--- src/rtl/ifetch_wb_if.sv ---
// ifetch_wb_if
//   Wishbone classic instruction-port bundle between the fetch stage
//   (master) and the NoC instruction slave.
//
//   wbm_adr_o  32  fetch address, word aligned
//   wbm_cyc_o   1  cycle
//   wbm_stb_o   1  strobe (always equal to cyc)
//   wbm_we_o    1  write enable, always 0
//   wbm_sel_o   4  byte selects, always 4'hF
//   wbm_dat_i  32  read data
//   wbm_ack_i   1  transfer acknowledge
//   wbm_err_i   1  bus error
interface ifetch_wb_if;
    logic [31:0] wbm_adr_o;
    logic        wbm_cyc_o;
    logic        wbm_stb_o;
    logic        wbm_we_o;
    logic [3:0]  wbm_sel_o;
    logic [31:0] wbm_dat_i;
    logic        wbm_ack_i;
    logic        wbm_err_i;

    modport master (
        output wbm_adr_o, wbm_cyc_o, wbm_stb_o, wbm_we_o, wbm_sel_o,
        input  wbm_dat_i, wbm_ack_i, wbm_err_i
    );

    modport slave (
        input  wbm_adr_o, wbm_cyc_o, wbm_stb_o, wbm_we_o, wbm_sel_o,
        output wbm_dat_i, wbm_ack_i, wbm_err_i
    );
endinterface

--- src/rtl/ifetch_wb.sv ---
// ifetch_wb
//   RV32I instruction fetch stage. Wishbone classic read master feeding a
//   small prefetch FIFO of {pc, inst, err}; the FIFO head is offered to
//   decode over a valid/ready handshake. A redirect from execute flushes
//   the FIFO and restarts fetch at the (word-aligned) target.
//
//   Parameters
//     RESET_PC    first fetch address after reset
//     FIFO_DEPTH  prefetch entries, power of 2, >= 2
//
//   Ports
//     clk            clock, rising edge
//     rst_n          synchronous active-low reset
//     wbm            Wishbone master bundle (ifetch_wb_if.master)
//     redirect_i     one-cycle redirect pulse from execute
//     redirect_pc_i  redirect target, bits [1:0] ignored
//     inst_valid_o   FIFO head valid
//     inst_ready_i   decode accepts the head
//     inst_o         head instruction, NOP (32'h13) when empty
//     pc_o           head PC, 0 when empty
//     fetch_err_o    head entry came from an errored transfer
//
//   Build option
//     IFETCH_BUS_ERR_EN  when defined, wbm_err_i terminates a transfer and
//                        pushes a NOP entry flagged with err; otherwise
//                        wbm_err_i is ignored and fetch_err_o is 0.
//
//   state | meaning
//   IDLE  | no bus cycle, waiting for FIFO space
//   REQ   | cyc/stb high at fetch_pc
//   DRAIN | cyc/stb held for a transfer whose data is discarded
module ifetch_wb #(
    parameter logic [31:0] RESET_PC   = 32'h0000_0000,
    parameter int          FIFO_DEPTH = 2
) (
    input  logic               clk,
    input  logic               rst_n,
    ifetch_wb_if.master        wbm,
    input  logic               redirect_i,
    input  logic [31:0]        redirect_pc_i,
    output logic               inst_valid_o,
    input  logic               inst_ready_i,
    output logic [31:0]        inst_o,
    output logic [31:0]        pc_o,
    output logic               fetch_err_o
);
    localparam int PTR_W = $clog2(FIFO_DEPTH);
    localparam int CNT_W = PTR_W + 1;
    localparam logic [CNT_W-1:0] DEPTH_C = CNT_W'(FIFO_DEPTH);
    localparam logic [31:0] NOP = 32'h0000_0013;

    typedef enum logic [1:0] {IDLE, REQ, DRAIN} state_t;

    state_t             state;
    logic [31:0]        fetch_pc;
    logic [31:0]        adr_q;
    logic               cyc_q;
    logic [PTR_W-1:0]   rd_ptr;
    logic [PTR_W-1:0]   wr_ptr;
    logic [CNT_W-1:0]   count;
    logic [CNT_W-1:0]   count_nxt;

    logic [31:0]        pc_mem   [FIFO_DEPTH];
    logic [31:0]        inst_mem [FIFO_DEPTH];

    logic               bus_err;
    logic               term;
    logic               push;
    logic               pop;
    logic               space;
    logic [31:0]        wdata;
    logic [31:0]        target;

`ifdef IFETCH_BUS_ERR_EN
    logic err_mem [FIFO_DEPTH];

    assign bus_err = wbm.wbm_err_i;

    always_ff @(posedge clk) begin
        if (push) begin
            err_mem[wr_ptr] <= bus_err;
        end
    end

    assign fetch_err_o = inst_valid_o & err_mem[rd_ptr];
`else
    logic unused_err;

    assign bus_err     = 1'b0;
    assign unused_err  = wbm.wbm_err_i;
    assign fetch_err_o = 1'b0;
`endif

    assign term   = wbm.wbm_ack_i | bus_err;
    // A redirect discards both the acked word and any pop in the same cycle.
    assign push   = (state == REQ) & term & ~redirect_i;
    assign pop    = inst_valid_o & inst_ready_i & ~redirect_i;
    assign count_nxt = count + CNT_W'(push) - CNT_W'(pop);
    assign space  = (count_nxt < DEPTH_C);
    assign wdata  = bus_err ? NOP : wbm.wbm_dat_i;
    assign target = {redirect_pc_i[31:2], 2'b00};

    always_ff @(posedge clk) begin
        if (push) begin
            pc_mem[wr_ptr]   <= fetch_pc;
            inst_mem[wr_ptr] <= wdata;
        end
    end

    // adr_q is kept apart from fetch_pc so the address stays stable while a
    // discarded transfer drains after a redirect.
    always_ff @(posedge clk) begin
        if (!rst_n) begin
            state    <= IDLE;
            fetch_pc <= RESET_PC;
            adr_q    <= RESET_PC;
            cyc_q    <= 1'b0;
            rd_ptr   <= '0;
            wr_ptr   <= '0;
            count    <= '0;
        end else if (redirect_i) begin
            rd_ptr   <= '0;
            wr_ptr   <= '0;
            count    <= '0;
            fetch_pc <= target;
            cyc_q    <= 1'b1;
            if (state == IDLE || term) begin
                state <= REQ;
                adr_q <= target;
            end else begin
                state <= DRAIN;
            end
        end else begin
            if (push) wr_ptr <= wr_ptr + PTR_W'(1);
            if (pop)  rd_ptr <= rd_ptr + PTR_W'(1);
            count <= count_nxt;
            case (state)
                IDLE: begin
                    if (space) begin
                        state <= REQ;
                        cyc_q <= 1'b1;
                    end
                end
                REQ: begin
                    if (term) begin
                        fetch_pc <= fetch_pc + 32'd4;
                        adr_q    <= fetch_pc + 32'd4;
                        if (!space) begin
                            state <= IDLE;
                            cyc_q <= 1'b0;
                        end
                    end
                end
                DRAIN: begin
                    if (term) begin
                        adr_q <= fetch_pc;
                        state <= space ? REQ : IDLE;
                        cyc_q <= space;
                    end
                end
                default: begin
                    state <= IDLE;
                    cyc_q <= 1'b0;
                end
            endcase
        end
    end

    assign wbm.wbm_adr_o = adr_q;
    assign wbm.wbm_cyc_o = cyc_q;
    assign wbm.wbm_stb_o = cyc_q;
    assign wbm.wbm_we_o  = 1'b0;
    assign wbm.wbm_sel_o = 4'hF;

    assign inst_valid_o = (count != '0);
    assign inst_o       = inst_valid_o ? inst_mem[rd_ptr] : NOP;
    assign pc_o         = inst_valid_o ? pc_mem[rd_ptr]   : 32'h0;
endmodule

--- src/flat_wrapper.sv ---
// flat-port wrapper written by rule: the top's interface ports become plain ports
module ifetch_wb_flat 
#(
    parameter logic [31:0] RESET_PC   = 32'h0000_0000,
    parameter int          FIFO_DEPTH = 2
)
  (clk, rst_n, redirect_i, redirect_pc_i, inst_valid_o, inst_ready_i, inst_o, pc_o, fetch_err_o, wbm_wbm_adr_o, wbm_wbm_cyc_o, wbm_wbm_stb_o, wbm_wbm_we_o, wbm_wbm_sel_o, wbm_wbm_dat_i, wbm_wbm_ack_i, wbm_wbm_err_i);
  ifetch_wb_if wbm_i ();
  input  logic clk;
  input  logic rst_n;
  input  logic redirect_i;
  input  logic [31:0] redirect_pc_i;
  output logic inst_valid_o;
  input  logic inst_ready_i;
  output logic [31:0] inst_o;
  output logic [31:0] pc_o;
  output logic fetch_err_o;
  output wire logic [$bits(wbm_i.wbm_adr_o)-1:0] wbm_wbm_adr_o;
  output wire logic [$bits(wbm_i.wbm_cyc_o)-1:0] wbm_wbm_cyc_o;
  output wire logic [$bits(wbm_i.wbm_stb_o)-1:0] wbm_wbm_stb_o;
  output wire logic [$bits(wbm_i.wbm_we_o)-1:0] wbm_wbm_we_o;
  output wire logic [$bits(wbm_i.wbm_sel_o)-1:0] wbm_wbm_sel_o;
  input wire logic [$bits(wbm_i.wbm_dat_i)-1:0] wbm_wbm_dat_i;
  input wire logic [$bits(wbm_i.wbm_ack_i)-1:0] wbm_wbm_ack_i;
  input wire logic [$bits(wbm_i.wbm_err_i)-1:0] wbm_wbm_err_i;
  assign wbm_wbm_adr_o = wbm_i.wbm_adr_o;
  assign wbm_wbm_cyc_o = wbm_i.wbm_cyc_o;
  assign wbm_wbm_stb_o = wbm_i.wbm_stb_o;
  assign wbm_wbm_we_o = wbm_i.wbm_we_o;
  assign wbm_wbm_sel_o = wbm_i.wbm_sel_o;
  assign wbm_i.wbm_dat_i = wbm_wbm_dat_i;
  assign wbm_i.wbm_ack_i = wbm_wbm_ack_i;
  assign wbm_i.wbm_err_i = wbm_wbm_err_i;
  ifetch_wb #(.RESET_PC(RESET_PC), .FIFO_DEPTH(FIFO_DEPTH)) u_core (.clk(clk), .rst_n(rst_n), .wbm(wbm_i), .redirect_i(redirect_i), .redirect_pc_i(redirect_pc_i), .inst_valid_o(inst_valid_o), .inst_ready_i(inst_ready_i), .inst_o(inst_o), .pc_o(pc_o), .fetch_err_o(fetch_err_o));
endmodule
--- config.mk ---
export PLATFORM = sky130hd
export DESIGN_NAME = ifetch_wb_flat
export DESIGN_NICKNAME = d
export VERILOG_FILES = /design/src/rtl/ifetch_wb_if.sv /design/src/rtl/ifetch_wb.sv /design/src/flat_wrapper.sv
export SDC_FILE = /design/constraint.sdc
export NUM_CORES = 1
export LEC_CHECK = 0
export CAP_MARGIN = 5
export CELL_PAD_IN_SITES_DETAIL_PLACEMENT = 1
export CELL_PAD_IN_SITES_GLOBAL_PLACEMENT = 2
export CORE_ASPECT_RATIO = 0.7
export CORE_MARGIN = 8
export CORE_UTILIZATION = 31
export DETAILED_ROUTE_END_ITERATION = 10
export GPL_TIMING_DRIVEN = 1
export PLACE_DENSITY_LB_ADDON = 0.08
export SLEW_MARGIN = 20
export SYNTH_ARGS = -nofsm -noshare
export SYNTH_HDL_FRONTEND = slang
export SYNTH_SLANG_ARGS = --single-unit
export TNS_END_PERCENT = 50
--- constraint.sdc ---
create_clock -name clk -period 6.5 [get_ports clk]
set_clock_uncertainty 0.1 [all_clocks]
set_input_delay 1.3 -clock clk [delete_from_list [all_inputs] [get_ports clk]]
set_output_delay 1.3 -clock clk [all_outputs]
set_load 0.01 [all_outputs]
# After elaboration in Yosys (flattened, before gate mapping)
# Memory sizes are Yosys's and may differ from the RTL's. A register that Yosys moved wholly into a read port is not among the register bits.
# Index checks and enable logic that the tools add are counted.
# word_totals
out_inout_bits	105
memories	2
input_bits	70
register_bits	71
ram_bits	128
word_cells	70
# mem_list
name	depth	width	read_ports	rd_clocked_by_memory_dff	wr	line	rtl
u_core.inst_mem	2	32	1	1	1	ifetch_wb.sv:64	logic [31:0] inst_mem [FIFO_DEPTH];
u_core.pc_mem	2	32	1	1	1	ifetch_wb.sv:63	logic [31:0] pc_mem [FIFO_DEPTH];
# classes
n_bitwise	6
n_eq_ne	7
n_mux	30
magnitude_cmp	1
add_sub_neg	5
reduce_logical	11
# op_table
op	count
32-bit 2-to-1 mux	9
32-bit case mux with 2 select lines	1
32-bit by 3-bit adder with 32-bit output (second input constant)	1
1-bit 2-to-1 mux	12
2-bit 2-to-1 mux	6
3-bit != test (second input constant)	3
4-bit AND reduction	2
2-bit case mux with 3 select lines	1
2-bit nonzero test	3
1-bit bitwise AND	4
2-bit AND reduction	2
3-bit by 2-bit != test with 1-bit output (second input constant)	1
1-bit case mux with 3 select lines	1
3-bit nonzero test	1
1-bit adder (second input constant)	2
2-bit by 1-bit adder with 2-bit output	1
2-bit by 1-bit equality test with 1-bit output (second input constant)	1
2-bit equality test (second input constant)	1
2-bit logical NOT	1
2-bit < comparator (second input constant)	1
2-bit by 1-bit != test with 1-bit output (second input constant)	1
1-bit inverter	2
2-bit OR reduction	1
2-bit by 1-bit subtractor with 2-bit output	1
1-bit logical OR	1

# Logic depth before layout (Yosys ltp)
# Gate-level depths: netlist of the first run.
# logic_depth
ltp_word	10
mapped_depth	12
depth_no_buf	12

# Worst setup path after synthesis of the first run
# OpenSTA, ideal clock, no wires.
# synth_timing
path_type	input-to-reg
start	in redirect_i
end	mem u_core.inst_mem[0][0], enable pin
stages	3
arrival_time_ns	5.990
required_ns	5.842
setup_slack_ns	-0.148
path_cell_list	clkbuf_1 > buf_1 > nor3_1
# synth_via
elab_chain_cells	4
# synth_lines
item	line	rtl
start, declared	flat_wrapper.sv:11	input logic redirect_i;
1-bit inverter	ifetch_wb.sv:96	assign push = (state == REQ) & term & ~redirect_i;
1-bit bitwise AND	ifetch_wb.sv:96	
1-bit 2-to-1 mux	ifetch_wb.sv:104	if (push) begin
1-bit 2-to-1 mux (not written as such)	ifetch_wb.sv:106	inst_mem[wr_ptr] <= wdata;
end, declared	ifetch_wb.sv:64	
# Every way passes these cells.

# Worst setup path after layout of the first run
# layout_timing
start	reg u_core.count[1]
end	out inst_o[0]
# layout_via
elab_chain_cells	2
# layout_lines
item	line	rtl
start, declared	ifetch_wb.sv:60	logic [CNT_W-1:0] count;
start signal, assigned	ifetch_wb.sv:136	count <= count_nxt;
2-bit nonzero test	ifetch_wb.sv:175	assign inst_valid_o = (count != '0);
32-bit 2-to-1 mux	ifetch_wb.sv:176	assign inst_o = inst_valid_o ? inst_mem[rd_ptr] : NOP;
end, declared	flat_wrapper.sv:15	output logic [31:0] inst_o;
# Every way passes these cells.

==> flow_summary.json, run 1 <==
{
  "status": "finished clean",
  "place_hpwl_mm": 18.76,
  "wl_per_cell_microns": 20.62,
  "clk_pin_slew_ps": 70,
  "grt_use_total_pct": 15.69,
  "ys_ff_latch": 192,
  "ios": 175,
  "start_util_pct": 31.18,
  "worst-setup-path-type": "flop to primary output",
  "fin_tns_setup_ps": 0,
  "vias": 6392,
  "min_from": "u_core.wbm.wbm_adr_o[6]$_SDFFE_PN0P_",
  "fin_crit_sh_pct": 62.12,
  "power.density_nw_per_um2": 242.4,
  "synth_top_flop_cell": "edfxtp_1",
  "rsz0062_at_grt": "false",
  "drv_cap": 0,
  "antenna_found_initial": 0,
  "synth_seq_area_share_pct": 56.97,
  "critPathMaxFanout": 40,
  "fill_cells": 3106,
  "hold_end": "u_core.wbm.wbm_adr_o[6]$_SDFFE_PN0P_",
  "syn_area_per_cell_sq_um": 11.46,
  "stdcell_count": 1302,
  "area_growth_pct": 27.25,
  "clock_sink_count": 192,
  "cp.required_ps": 5100,
  "synth_edf_count": 124,
  "overflow": 0,
  "fin_crit_ps": 4038,
  "leakage_nw": 3.587,
  "power.total_mw": 2.753,
  "endpoint_kind": "primary output",
  "ir_drop_mv": 0.1751,
  "drc": 0,
  "placed_cells": 1268,
  "clock_latency_ps": 430,
  "reg2reg_slack_ps": 2800,
  "switchingPower_mw": 0.6894,
  "r2r_end": "u_core.state[0]$_SDFFE_PN0P_",
  "start_kind": "flop",
  "synthesis.instances": 779,
  "grt_max_degree": 63,
  "grt_pass1_vias": 6820,
  "fmax_mhz": 247.7,
  "final-hold-violation-count": 0,
  "clockBufferDepth": 2,
  "slew_violations": 0,
  "setup_violations": 0,
  "fp.dieW_microns": 218.8,
  "wl_mm": 26.85,
  "cp_data_arrival_time_ps": 2640,
  "rows": 52,
  "cts_tree": "done",
  "syn_area_sq_um": 8925,
  "fp.coreArea_sq_um": 28630,
  "rr_worst_depth": 12,
  "synth_warnings": 0,
  "p_int_mw": 2.064,
  "p_clk_share_pct": 39.0,
  "min_path_type": "flop to flop",
  "gp_congestion": 0.7732,
  "fin_nets": 983,
  "first_pass_iters": 4,
  "htree_levels": 4,
  "portBuffers": 161,
  "tightest_slew_ps": 1076,
  "holdBufCountCts": 0,
  "die_h_microns": 158.0,
  "grt_pass1_wl_mm": 41.22,
  "synth-async-reset-ratio_pct": 0,
  "cts-resized-gates": 0,
  "p_seq_share_pct": 50.8,
  "p_sw_share_pct": 25.04,
  "cts_buffers": 17,
  "r2r_start": "u_core.count[1]$_SDFF_PP0_",
  "whs_ps": 362.7,
  "ant_nets": 0,
  "cts-root-buf": "clkbuf_16",
  "drive_above_1_share_pct": 9.101,
  "hold_depth": 2,
  "relSlewSlack_pct": 28.20,
  "post-route-util_pct": 39.67,
  "synth_cell_types": 63,
  "viasPerCell": 4.909,
  "drt_iter0_markers": 291,
  "comb_power_share_pct": 10.3,
  "post_cts_buffers": 0,
  "die-area_sq_um": 34560
}
## worst max-delay path, cell delays in order (launching register included)
cell,delay [ps]
dfxtp_1,350
nor2_4,480
buf_4,490
inv_1,190
nand2_1,120
clkdlybuf4s50_1,560
## power by group through the flow
stage | clock network (mW) | registers, mW | logic (mW)
global placement | 0 | 1.42 | 0.279
detailed placement | 0 | 1.43 | 0.284
CTS | 1.11 | 1.40 | 0.286
global route | 1.15 | 1.41 | 0.310
finish | 1.07 | 1.40 | 0.282
floorplan | 0 | 1.41 | 0.158
## state kept, by name, indices dropped and copies added, names as in the netlist, named ones only
| signal | count |
|---|---|
| u_core.wbm.wbm_cyc_o | 1 |
| u_core.fetch_pc | 30 |
| u_core.rd_ptr | 1 |
| u_core.pc_mem | 60 |
| u_core.wr_ptr | 1 |
| u_core.count | 2 |
| u_core.state | 2 |
| u_core.wbm.wbm_adr_o | 30 |
| u_core.inst_mem | 64 |
## Yosys cell counts, types with 8 or more instances
cell	n	area (sq um)
edfxtp_1	124	3724
mux2i_1	64	640.6
buf_6	11	123.9
buf_4	16	120.1
xor2_1	13	113.9
nand2_1	58	217.7
o21ai_0	23	115.1
nand3_1	24	120.1
and4_1	9	78.83
a21oi_1	45	225.2
inv_1	8	30.03
xnor2_1	41	359.1
nand2b_1	12	75.07
nor2_1	96	360.4
nor3_1	15	75.07
nor4_1	9	56.30
buf_2	14	70.07
dfxtp_1	68	1361
nand4_1	11	68.82
clkbuf_1	20	75.07
nor3_2	8	80.08
## layout make-up
type                       instances  area [sq um]  area share, %
sequential                       192          5089          44.81
timing repair buffer             172          1734          15.27
antenna                            1         2.502        0.02203
inverter                           8         30.03         0.2644
tap                              378         473.0          4.164
multi-input combinational        519          3436          30.25
clock inverter                    15         167.7          1.476
clock buffer                      17         425.4          3.746
## layer usage
| layer | GRT usage (%) | vias to the layer above | routed length, microns |
|---|---|---|---|
| li1 | - | 3043 | - |
| met1 | 21.37 | 3188 | 13110 |
| met2 | 25.16 | 140 | 12280 |
| met3 | 3.303 | 21 | 1150 |
| met4 | 3.930 | 0 | 306 |
| met5 | 0 | - | 0 |
## how the worst max path moves through the flow
stage | from | to | slack (ps) | cells past startpoint
CTS | u_core.count[1]$_SDFF_PP0_ | inst_o[0] | 2330 | 5
detailed placement | redirect_i | u_core.wbm.wbm_adr_o[30]$_SDFFE_PN0P_ | 2100 | 8
global placement | redirect_i | u_core.wbm.wbm_adr_o[30]$_SDFFE_PN0P_ | 2140 | 8
floorplan | redirect_i | u_core.inst_mem[0][0]$_DFFE_PP_ | 1790 | 3
finish | u_core.count[1]$_SDFF_PP0_ | inst_o[0] | 2460 | 5
global route | u_core.count[1]$_SDFF_PP0_ | inst_o[0] | 2180 | 5
## layout by cell type (no fill, tap or decap), types with 9 or more instances in the layout
cell type / count
nor2_1: 95
xor2_1: 13
a21oi_1: 44
mux2i_1: 64
nand2_1: 58
xnor2_1: 41
clkdlybuf4s50_1: 161
o21ai_0: 23
nor3_1: 14
dfxtp_1: 67
nand4_1: 11
edfxtp_1: 124
nand3_1: 24
nand2b_1: 12
nor4_1: 9
clkbuf_16: 17
conb_1: 10
and4_1: 9
## cell families after synthesis
logic type      synth area share, %
compound gates                7.669
xor+xnor                      5.299
fa+ha+maj                    0.4206
buf+inv                       5.131
flops                         56.97
mux                           7.851
other cells                 0.08415
simple gates                  16.57
## stage by stage
stage	cell area, sq um	setup WS (ps)
after floorplan	8960	1792
after global placement	10720	2142
after detailed placement	10730	2102
after CTS	11330	2329
after global routing	11350	2177
final	11360	2462
No activity file was read; power rests on OpenSTA's default activity.
==> run 2, diff against run 1 <==
--- a/config.mk
+++ b/config.mk
@@ -10,7 +10,7 @@
 export CELL_PAD_IN_SITES_GLOBAL_PLACEMENT = 2
 export CORE_ASPECT_RATIO = 0.7
 export CORE_MARGIN = 8
-export CORE_UTILIZATION = 31
+export CORE_UTILIZATION = 34
 export DETAILED_ROUTE_END_ITERATION = 10
 export GPL_TIMING_DRIVEN = 1
 export PLACE_DENSITY_LB_ADDON = 0.08
==> constraint.sdc (replaced) <==
create_clock -name clk -period 4.2 [get_ports clk]
set_clock_uncertainty 0.1 [all_clocks]
set_input_delay 0.84 -clock clk [delete_from_list [all_inputs] [get_ports clk]]
set_output_delay 0.84 -clock clk [all_outputs]
set_load 0.01 [all_outputs]
==> run 2 against run 1 <==
  * Global-route usage is 1.4 points higher
  * Largest cell class unchanged
  * Count of clock-buffer cells in the layout is 1 higher
  * Die area is 8.1% lower
  * Via count is 0.19% lower
  * Combinational power is 56% higher
  * Critical endpoint is now pc_o[9]
==> flow_summary.json, run 2 (synthesized netlist as in run 1, its figures left out) <==
{
  "grt_pass1_vias": 6846,
  "worst-setup-path-type": "flop to primary output",
  "grt_pass1_wl_mm": 41.37,
  "fin_tns_setup_ps": 0,
  "clock_sink_count": 192,
  "fin_crit_ps": 3391,
  "clockBufferDepth": 2,
  "first_pass_iters": 4,
  "endpoint_kind": "primary output",
  "critical_path.max_stage_delay_ps": 660,
  "portBuffers": 161,
  "rows": 49,
  "start_util_pct": 34.66,
  "final_cell_mix": "161 x clkdlybuf4s50_1, 124 x edfxtp_1, 95 x nor2_1, 67 x dfxtp_1, 64 x mux2i_1",
  "cp.buffers_inverters": 2,
  "htree_levels": 4,
  "die-area_sq_um": 31770,
  "cp_cell_sequence": "buf_12 -> mux2i_1 -> nor2_1 -> clkdlybuf4s50_1",
  "critPathMaxFanout": 38,
  "post-route-util_pct": 43.91,
  "fin_crit_sh_pct": 80.74,
  "cp_top_family": "buffers and inverters",
  "drt_iter0_markers": 311,
  "viasPerCell": 5.063,
  "insertedDiodeCount": 0,
  "ios": 175,
  "drive_above_1_share_pct": 9.795,
  "min_path_type": "flop to flop",
  "cts-resized-gates": 0,
  "wl_mm": 26.93,
  "fp.coreArea_sq_um": 25750,
  "slew_violations": 0,
  "ir_drop_mv": 0.2871,
  "start_kind": "flop",
  "area_growth_pct": 26.69,
  "cp_data_arrival_time_ps": 2450,
  "cts_tree": "done",
  "overflow": 0,
  "layout_commonest_cell": "clkdlybuf4s50_1",
  "antenna_found_initial": 0,
  "largestRegisters": "u_core.inst_mem: 64 flops, u_core.pc_mem: 60 flops",
  "place_hpwl_mm": 18.95,
  "setup_violations": 0,
  "clk_pin_slew_ps": 70,
  "drc": 0,
  "relSlewSlack_pct": 55.80,
  "grt_max_degree": 60,
  "tightest_slew_ps": 662.9,
  "gp_congestion": 0.7704,
  "power.density_nw_per_um2": 373.3,
  "whs_ps": 371.8,
  "largest_register_ffs": 64,
  "final-hold-violation-count": 0,
  "wl_per_cell_microns": 21.38,
  "largest_register": "u_core.inst_mem",
  "status": "finished clean",
  "rsz0062_at_grt": "false",
  "ant_nets": 0,
  "fmax_mhz": 294.9,
  "clock_latency_ps": 440,
  "vias": 6380,
  "die_h_microns": 151.6,
  "holdBufCountCts": 0,
  "cts-root-buf": "clkbuf_16",
  "post_cts_buffers": 0,
  "grt_use_total_pct": 17.11,
  "cp.required_ps": 3260,
  "drv_cap": 0,
  "fin_nets": 989,
  "fp.dieW_microns": 209.6,
  "cts_buffers": 17,
  "slowest_stage": "dfxtp_4",
  "leakage_nw": 3.604
}
## run 2: layout make-up
cell class,count,area (sq um)
Fill cell,2746,14440
Sequential cell,192,5089
Multi-Input combinational cell,519,3437
Timing Repair Buffer,178,1752
Clock buffer,18,429.2
Tap cell,331,414.1
Clock inverter,14,156.4
Inverter,8,30.03
## run 2: tightest hold or removal path: stages, from the launching register on
cell and delay [ps]:
dfxtp_1 320, nand2_1 60, a21oi_1 50
## run 2: final timing paths
path                            slack, ps                                 start                                   end  cells past startpoint
worst min-delay path                  370  u_core.wbm.wbm_adr_o[4]$_SDFFE_PN0P_  u_core.wbm.wbm_adr_o[4]$_SDFFE_PN0P_                      2
worst min register to register        370  u_core.wbm.wbm_adr_o[4]$_SDFFE_PN0P_  u_core.wbm.wbm_adr_o[4]$_SDFFE_PN0P_                      2
worst max register to register       1590            u_core.count[1]$_SDFF_PP0_          u_core.state[0]$_SDFFE_PN0P_                     11
worst max-delay path                  810                                  flop                               pc_o[9]                      4
## run 2: report_power, final
group          internal, mW  total, mW  switching (mW)
clock network         0.842       1.62           0.775
logic                 0.219      0.441           0.222
registers              2.08       2.16          0.0814
total                  3.14       4.22            1.08
## run 2: through the flow
step                      setup slack, ps  cell area, sq um  cells  total power [mW]
final                               808.7             11310   1260             4.221
after global routing                672.4             11310   1260             4.400
after CTS                           752.1             11310   1260             4.286
after detailed placement            608.8             10720   1228             2.650
after global placement              679.9             10720   1228             2.635
after floorplan                     805.2              8966    787             2.426
## run 2: layer usage
metal,global-route usage [%],wire length (microns)
met3,3.596,1226
met5,0,0
met4,4.076,273
met1,23.85,13280
met2,27.00,12150
==> run 3, diff against run 2 <==
==> constraint.sdc (replaced) <==
create_clock -name clk -period 3.4 [get_ports clk]
set_clock_uncertainty 0.1 [all_clocks]
set_input_delay 0.68 -clock clk [delete_from_list [all_inputs] [get_ports clk]]
set_output_delay 0.68 -clock clk [all_outputs]
set_load 0.01 [all_outputs]
==> run 3 against run 2 <==
  * Global-route usage about the same
  * Worst setup slack got worse by 480 ps
  * Routed wire length increased by 0.48%
  * Sequential cell count unchanged
  * Clock power increased by 23%
  * Critical path type unchanged
  * Critical endpoint is now inst_o[10]
  * Highest routed layer unchanged
==> flow_summary.json, run 3 (synthesized netlist as in run 1, its figures left out) <==
{
  "viasPerCell": 5.068,
  "ant_nets": 0,
  "place_ws_ps": 284.6,
  "switchingPower_mw": 1.308,
  "relSlewSlack_pct": 27.08,
  "grt_max_degree": 60,
  "die_h_microns": 151.6,
  "setup_violations": 0,
  "wl_per_cell_microns": 21.36,
  "rows": 49,
  "clock_sink_count": 192,
  "fin_area_sq_um": 11360,
  "comb_power_share_pct": 10.5,
  "drc": 0,
  "drv_cap": 0,
  "largest_register": "u_core.inst_mem",
  "power.total_mw": 5.224,
  "clk_pin_slew_ps": 80,
  "fmax_mhz": 326.1,
  "largestRegisters": "u_core.inst_mem: 64 flops, u_core.pc_mem: 60 flops",
  "post-route-util_pct": 44.13,
  "placed_cells": 1235,
  "cts_buffers": 17,
  "area_growth_pct": 27.32,
  "holdBufCountCts": 0,
  "fp.dieW_microns": 209.6,
  "fin_nets": 996,
  "endpoint_kind": "primary output",
  "grt_pass1_wl_mm": 41.43,
  "fin_crit_sh_pct": 90.19,
  "min_path_type": "flop to flop",
  "clockBufferDepth": 2,
  "clock_latency_ps": 440,
  "tightest_slew_ps": 1093,
  "stdcell_count": 1267,
  "whs_ps": 374.2,
  "cp.required_ps": 2620,
  "portBuffers": 161,
  "place_hpwl_mm": 19.44,
  "final-hold-violation-count": 0,
  "gp_congestion": 0.7901,
  "grt_pass1_vias": 6909,
  "ios": 175,
  "fin_crit_ps": 3067,
  "overflow": 0,
  "antenna_found_initial": 0,
  "cts-root-buf": "clkbuf_16",
  "p_sw_share_pct": 25.04,
  "power.density_nw_per_um2": 459.7,
  "ir_drop_mv": 0.3451,
  "status": "finished clean",
  "fp.coreArea_sq_um": 25750,
  "cts_tree": "done",
  "first_pass_iters": 4,
  "largest_register_ffs": 64,
  "start_util_pct": 34.66,
  "die-area_sq_um": 31770,
  "p_clk_share_pct": 38.3,
  "drt_iter0_markers": 335,
  "critPathMaxFanout": 25,
  "cp_data_arrival_time_ps": 2290,
  "vias": 6421,
  "fin_tns_setup_ps": 0,
  "fin_ws_ps": 333.4,
  "worst-setup-path-type": "flop to primary output",
  "fill_cells": 2806,
  "layout_commonest_cell": "clkdlybuf4s50_1",
  "htree_levels": 4,
  "detailed_place.area_sq_um": 10790,
  "grt_use_total_pct": 17.08,
  "post_cts_buffers": 0,
  "start_kind": "flop",
  "leakage_nw": 3.647,
  "p_seq_share_pct": 51.2,
  "drive_above_1_share_pct": 10.47,
  "rsz0062_at_grt": "false",
  "p_int_mw": 3.916,
  "cts-resized-gates": 0,
  "wl_mm": 27.06,
  "final_cell_mix": "161 x clkdlybuf4s50_1, 124 x edfxtp_1, 95 x nor2_1, 67 x dfxtp_1, 64 x mux2i_1",
  "slew_violations": 0,
  "insertedDiodeCount": 0
}
[run 3: cell count changes in the layout (fill, tap and decap cells not counted), sizes merged]
| cell | delta |
|---|---|
| buf | +7 |
| clkinv | -3 |
| clkbuf | +2 |
| inv | +2 |
| clkinvlp | -1 |
[run 3: final timing paths]
check / startpoint / to / slack [ps] / cells after the start
worst min register to register: u_core.wbm.wbm_adr_o[6]$_SDFFE_PN0P_ / u_core.wbm.wbm_adr_o[6]$_SDFFE_PN0P_ / 370 / 2
worst max register to register: u_core.count[1]$_SDFF_PP0_ / u_core.wbm.wbm_cyc_o$_SDFFE_PN0P_ / 820 / 12
worst max-delay path: flop / inst_o[10] / 330 / 4
worst min-delay path: u_core.wbm.wbm_adr_o[6]$_SDFFE_PN0P_ / u_core.wbm.wbm_adr_o[6]$_SDFFE_PN0P_ / 370 / 2
[run 3: routing by layer]
layer | up-vias | track usage (%) | wire (microns)
met5 | - | 0 | 0
met1 | 3215 | 23.33 | 13420
met4 | 0 | 4.603 | 245
met3 | 18 | 3.596 | 1015
li1 | 3065 | - | -
met2 | 123 | 27.33 | 12380
[run 3: layout make-up]
cell class / instances / area, sq um / share of cell area, %
Sequential cell: 192 / 5089 / 44.78
Timing Repair Buffer: 185 / 1817 / 15.99
Clock buffer: 20 / 456.7 / 4.019
Tap cell: 331 / 414.1 / 3.645
Clock inverter: 12 / 121.4 / 1.068
Inverter: 8 / 30.03 / 0.2643
Multi-Input combinational cell: 519 / 3436 / 30.24
[run 3: power by group through the flow]
stage               logic [mW]  clock network (mW)  registers [mW]
floorplan                0.302                   0            2.69
global placement         0.540                   0            2.72
detailed placement       0.555                   0            2.73
CTS                      0.559                2.06            2.67
global route             0.600                2.14            2.69
finish                   0.549                2.00            2.67
[run 3: critical path, cell delays in order, from the launching register on]
cell	delay (ps)
dfxtp_4	670
buf_4	320
mux2i_1	230
nor2_1	70
clkdlybuf4s50_1	530
